--- src/rtl/mult_div_unit.sv ---
// Iterative MIPS multiply/divide unit: shift-add MULT/MULTU and restoring DIV/DIVU,
// one result bit per cycle, results held in architectural HI/LO registers.
module mult_div_unit #(
    parameter int WIDTH = 32,
    parameter int CNT_W = 5
) (
    input  logic             clk,
    input  logic             rst,
    input  logic             Start,
    input  logic [1:0]       Op,
    input  logic [WIDTH-1:0] Operand_A,
    input  logic [WIDTH-1:0] Operand_B,
    input  logic             HI_Write,
    input  logic             LO_Write,
    input  logic [WIDTH-1:0] Write_Data,
    output logic             Busy,
    output logic             Done,
    output logic             DivByZero,
    output logic [WIDTH-1:0] HI,
    output logic [WIDTH-1:0] LO
);

    typedef enum logic [1:0] {
        S_IDLE,
        S_CALC,
        S_FIX
    } state_t;

    state_t             r_state;
    logic [CNT_W-1:0]   r_cnt;
    logic               r_is_div;
    logic               r_signed_op;
    logic               r_sign_a;
    logic               r_sign_b;
    logic               r_b_zero;
    logic [WIDTH-1:0]   r_opnd;
    logic [WIDTH-1:0]   r_a_raw;
    logic [2*WIDTH-1:0] r_acc;
    logic [WIDTH-1:0]   r_hi;
    logic [WIDTH-1:0]   r_lo;
    logic               r_done;
    logic               r_dbz;

    // Operand conditioning at the Start edge: magnitudes for signed ops, raw values otherwise.
    logic               w_op_signed;
    logic               w_sign_a;
    logic               w_sign_b;
    logic [WIDTH-1:0]   w_mag_a;
    logic [WIDTH-1:0]   w_mag_b;

    assign w_op_signed = ~Op[0];
    assign w_sign_a    = w_op_signed & Operand_A[WIDTH-1];
    assign w_sign_b    = w_op_signed & Operand_B[WIDTH-1];
    assign w_mag_a     = w_sign_a ? -Operand_A : Operand_A;
    assign w_mag_b     = w_sign_b ? -Operand_B : Operand_B;

    // Shift-add step: multiplier sits in the low half and is consumed LSB first.
    logic [WIDTH:0]     w_add;
    logic [WIDTH:0]     w_sum;
    logic [2*WIDTH-1:0] w_mul_next;

    assign w_add      = r_acc[0] ? {1'b0, r_opnd} : '0;
    assign w_sum      = {1'b0, r_acc[2*WIDTH-1:WIDTH]} + w_add;
    assign w_mul_next = {w_sum, r_acc[WIDTH-1:1]};

    // Restoring step: the shifted remainder needs one extra bit before the trial subtract.
    logic [WIDTH:0]     w_rem_sh;
    logic [WIDTH:0]     w_trial;
    logic               w_ge;
    logic [2*WIDTH-1:0] w_div_next;

    assign w_rem_sh   = {r_acc[2*WIDTH-1:WIDTH], r_acc[WIDTH-1]};
    assign w_trial    = w_rem_sh - {1'b0, r_opnd};
    assign w_ge       = (w_rem_sh >= {1'b0, r_opnd});
    assign w_div_next = w_ge ? {w_trial[WIDTH-1:0], r_acc[WIDTH-2:0], 1'b1}
                             : {w_rem_sh[WIDTH-1:0], r_acc[WIDTH-2:0], 1'b0};

    // Sign fix-up and divide-by-zero override applied on the final edge.
    logic [2*WIDTH-1:0] w_prod_neg;
    logic [WIDTH-1:0]   w_fix_hi;
    logic [WIDTH-1:0]   w_fix_lo;

    assign w_prod_neg = -r_acc;

    always_comb begin
        w_fix_hi = r_acc[2*WIDTH-1:WIDTH];
        w_fix_lo = r_acc[WIDTH-1:0];
        if (r_is_div) begin
            if (r_b_zero) begin
                w_fix_hi = r_a_raw;
                w_fix_lo = '1;
            end else if (r_signed_op) begin
                w_fix_lo = (r_sign_a ^ r_sign_b) ? -r_acc[WIDTH-1:0] : r_acc[WIDTH-1:0];
                w_fix_hi = r_sign_a ? -r_acc[2*WIDTH-1:WIDTH] : r_acc[2*WIDTH-1:WIDTH];
            end
        end else if (r_signed_op && (r_sign_a ^ r_sign_b)) begin
            w_fix_hi = w_prod_neg[2*WIDTH-1:WIDTH];
            w_fix_lo = w_prod_neg[WIDTH-1:0];
        end
    end

    always_ff @(posedge clk or posedge rst) begin
        if (rst) begin
            r_state     <= S_IDLE;
            r_cnt       <= '0;
            r_is_div    <= 1'b0;
            r_signed_op <= 1'b0;
            r_sign_a    <= 1'b0;
            r_sign_b    <= 1'b0;
            r_b_zero    <= 1'b0;
            r_opnd      <= '0;
            r_a_raw     <= '0;
            r_acc       <= '0;
            r_hi        <= '0;
            r_lo        <= '0;
            r_done      <= 1'b0;
            r_dbz       <= 1'b0;
        end else begin
            r_done <= 1'b0;
            r_dbz  <= 1'b0;
            case (r_state)
                S_IDLE: begin
                    if (HI_Write) r_hi <= Write_Data;
                    if (LO_Write) r_lo <= Write_Data;
                    if (Start) begin
                        r_is_div    <= Op[1];
                        r_signed_op <= w_op_signed;
                        r_sign_a    <= w_sign_a;
                        r_sign_b    <= w_sign_b;
                        r_b_zero    <= (Operand_B == '0);
                        r_a_raw     <= Operand_A;
                        r_cnt       <= '0;
                        // Multiply: multiplicand kept aside, multiplier in the low half.
                        // Divide: divisor kept aside, dividend in the low half.
                        r_opnd      <= Op[1] ? w_mag_b : w_mag_a;
                        r_acc       <= {{WIDTH{1'b0}}, (Op[1] ? w_mag_a : w_mag_b)};
                        r_state     <= S_CALC;
                    end
                end
                S_CALC: begin
                    r_acc <= r_is_div ? w_div_next : w_mul_next;
                    if (r_cnt == CNT_W'(WIDTH - 1)) begin
                        r_state <= S_FIX;
                    end else begin
                        r_cnt <= r_cnt + CNT_W'(1);
                    end
                end
                S_FIX: begin
                    r_hi    <= w_fix_hi;
                    r_lo    <= w_fix_lo;
                    r_done  <= 1'b1;
                    r_dbz   <= r_is_div & r_b_zero;
                    r_state <= S_IDLE;
                end
                default: r_state <= S_IDLE;
            endcase
        end
    end

    assign Busy      = (r_state != S_IDLE);
    assign Done      = r_done;
    assign DivByZero = r_dbz;
    assign HI        = r_hi;
    assign LO        = r_lo;

endmodule

--- config.mk ---
export PLATFORM = sky130hd
export DESIGN_NAME = mult_div_unit
export DESIGN_NICKNAME = d
export VERILOG_FILES = /design/src/rtl/mult_div_unit.sv
export SDC_FILE = /design/constraint.sdc
export NUM_CORES = 1
export LEC_CHECK = 0
export ABC_AREA = 0
export CELL_PAD_IN_SITES_DETAIL_PLACEMENT = 1
export CELL_PAD_IN_SITES_GLOBAL_PLACEMENT = 2
export CORE_MARGIN = 8
export CORE_UTILIZATION = 31
export DETAILED_ROUTE_END_ITERATION = 8
export PLACE_DENSITY_LB_ADDON = 0.1
export SLEW_MARGIN = 20
export SYNTH_ARGS = -nofsm -noshare
export SYNTH_HDL_FRONTEND = slang
export SYNTH_SLANG_ARGS = --single-unit
export TNS_END_PERCENT = 30
--- constraint.sdc ---
create_clock -name clk -period 7.07 [get_ports clk]
set_clock_uncertainty 0.2 [all_clocks]
set_input_delay 1.414 -clock clk [delete_from_list [all_inputs] [get_ports clk]]
set_output_delay 1.414 -clock clk [all_outputs]
set_load 0.02 [all_outputs]
==> flow_summary_export.csv <==
group,metric,value,unit
power,internal_power,5.445,mW
cts,ctsResizeCount,0,
final_layout,area_delta_synth_final,18.99,%
routing,ant_nets,0,
timing,finalMaxSlewViolations,0,
routing,drt-total-wl,82200,um
final_layout,final_common_cell,"nand2_1",
cts,clk_path_buf_depth,3,
power,pwr_density_cell,566.8,nW/um2
power,p_leak,8.274,nW
place,gp_congestion,0.9056,
cts,ctsHoldBuffers,0,
cts,clkTransAtPathRegs,0.07,ns
final_layout,final_core_util,37.35,%
die,fp.dieH,249.4,um
die,pin_count,170,
global_routing,grtUsageTotal,25.48,%
routing,drc,0,
global_routing,grt_pass1_vias,17420,
power,switching_power,5.948,mW
place,numPlacedInstances,2904,
final_layout,mostFrequentLayoutCells,"nand2_1, dfrtp_1, o21ai_0",
power,p_sw_share,52.21,%
global_routing,antenna_found_initial,2,
power,ir_drop,0.1648,mV
cts,numCtsBuffers,27,
timing,tns,0,ns
setup_path,path_cells,"inv_1 -> ha_1 -> inv_1 -> fa_1 -> a21o_1 -> a221o_1 -> a211oi_1 -> o21ai_0 -> a311oi_1 -> xor2_1 -> mux2i_1 -> a22oi_1 -> o21ai_0",
synthesis,synth-main-ff-cell,"dfrtp_1",
outcome,outcome,"complete, no violations",
timing,rsz0062_at_grt,"false",
routing,viasPerCell,5.825,
power,power_frac_comb,62.7,%
global_routing,grt_pass1_wl,121600,um
timing,slew_headroom,29.45,%
setup_path,path_max_fanout,7,
die,initial_utilization,31.39,%
cts,postCtsSetupBuffers,0,
synthesis,syn_area,16890,um2
synthesis,synth_cells,2155,
die,fp.dieW,249.4,um
timing,hold_slack,0.2766,ns
place,io_buffers,169,
min_path,holdPathStages,2,
synthesis,yosys_register_bits,206,
global_routing,grt_overflow,0,
final_layout,final_cells,2955,
setup_path,cp-start-kind,"register",
timing,finalCritPeriodShare,65.68,%
routing,wire_per_inst,27.82,um
routing,drtIter0Drc,1291,
timing,max_freq,215.3,MHz
setup_path,critical-path-max-stage-delay,0.73,ns
setup_path,crit_required,7.30,ns
timing,post-route-min-period,4.644,ns
synthesis,ys_types,84,
power,seqPwrFrac,24.5,%
timing,worst_slew_pin_slew,1.057,ns
min_path,min_path_type,"reg -> reg",
routing,first_pass_iters,5,
timing,setup_viol,0,
place,hpwlAfterDp,64690,um
final_layout,nNetsFinal,2412,
cts,clock-sinks,206,
die,core_area,53810,um2
cts,cts_tree,"yes",
cts,cts_root_buffer,"clkbuf_16",
die,die_area,62210,um2
die,std_cell_rows,85,
setup_path,cp-end-kind,"register",
timing,hold_viol,0,
setup_path,critPathKind,"reg -> reg",
setup_path,crit_path_top_delay_cell,"a211oi_1",
cts,insertion_delay,0.57,ns
synthesis,yosys_warnings,0,
setup_path,r2r_cells,13,
setup_path,cp_data_arrival_time,4.87,ns
global_routing,grt_max_degree,152,
power,p_clk_share,12.7,%
synthesis,avgSynthCellArea,7.838,um2
cts,htree_levels,1,
run,timing.max_cap.violations,0,
final_layout,drive_above_1_share,5.494,%
place,place_ws,2.276,ns
synthesis,synthesis.nets,2330,
synthesis,synth-edff-count,0,
synthesis,synth.yosys.seq_area_share,30.52,%
routing,vias,17210,
synthesis,async_reset_ff_share,100.0,%
timing,timing.final.ws_setup,2.426,ns
state kept, by name, summed over array words and instances, names as in the netlist:
name and count:
r_a_raw 32, r_acc 64, LO 32, Done 1
r_sign_a 1, HI 32, r_signed_op 1, DivByZero 1
r_state 2, r_opnd 32, r_sign_b 1, r_b_zero 1
r_cnt 5, r_is_div 1
cell usage after synthesis, types with 23 or more instances:
master | n | area (um2)
xnor2_1 | 84 | 735.7
dfrtp_1 | 206 | 5155
o21ai_0 | 191 | 955.9
nor2_1 | 165 | 619.3
a21oi_1 | 180 | 900.9
clkbuf_1 | 124 | 465.5
nand2_1 | 326 | 1224
mux2i_1 | 55 | 550.5
a31oi_1 | 25 | 156.4
o31ai_1 | 23 | 172.7
o211ai_1 | 46 | 345.3
ha_1 | 70 | 875.8
nor3_1 | 29 | 145.1
xor2_1 | 100 | 875.8
a22oi_1 | 25 | 187.7
a211oi_1 | 35 | 262.8
o22ai_1 | 44 | 275.3
nand3_1 | 29 | 145.1
inv_1 | 70 | 262.8
routing by layer:
layer / GRT usage (%) / share of wire, %
met5: 0 / 0.021
met4: 4.917 / 2.0
met3: 3.866 / 5.7
met2: 40.76 / 45
met1: 36.22 / 47
worst max-delay path: cells and delay by family, from the launching register on:
| family | cells | cell delay (ns) |
|---|---|---|
| adders and majority gates | 2 | 0.64 |
| DFF | 1 | 0.55 |
| buffers and inverters | 2 | 0.39 |
| muxes | 1 | 0.09 |
| xor gates and xnor gates | 1 | 0.18 |
| AOI/OAI and AO/OA | 7 | 2.45 |
cells by family (layout without fill, tap and decap cells):
group,Yosys count,after routing,synth area share (%)
xor+xnor,184,184,9.541
mux,64,64,3.859
fa+ha+maj,72,72,5.422
compound gates,717,717,26.82
buf+inv,215,317,4.837
flops,206,206,30.52
simple gates,697,697,19.00
other cells,0,2,0
power groups by stage:
stage	registers [mW]	logic (mW)	clock network, mW
after floorplan	2.41	4.70	0
after global placement	2.78	7.03	0
after detailed placement	2.80	7.10	0
after CTS	2.78	7.14	1.48
after global routing	2.86	7.79	1.52
final	2.80	7.15	1.45
cell type report:
cell class	count	area, um2
Clock inverter	11	120.1
Inverter	70	266.5
Clock buffer	38	797.0
Antenna cell	2	5.005
Sequential cell	206	5160
Timing Repair Buffer	198	1929
Fill cell	6465	33720
Multi-Input combinational cell	1734	10950
Tap cell	696	870.8
worst paths after layout:
kind | startpoint | endpoint | slack, ns
max | r_acc[31] | r_acc[50] | 2.43
min | HI[6] | HI[6] | 0.28
max reg2reg | r_acc[31] | r_acc[50] | 2.43
min reg2reg | HI[6] | HI[6] | 0.28
max in group asynchronous | rst | r_is_div | 4.54
min in group asynchronous | rst | LO[11] | 1.15
per-stage QoR:
stage / total power [mW] / area, um2
6_report: 11.39 / 20100
5_1_grt: 12.17 / 20090
4_1_cts: 11.41 / 20090
3_5_place_dp: 9.894 / 19180
3_3_place_gp: 9.814 / 19180
2_1_floorplan: 7.110 / 16900
(Power assumes the default switching activity.)
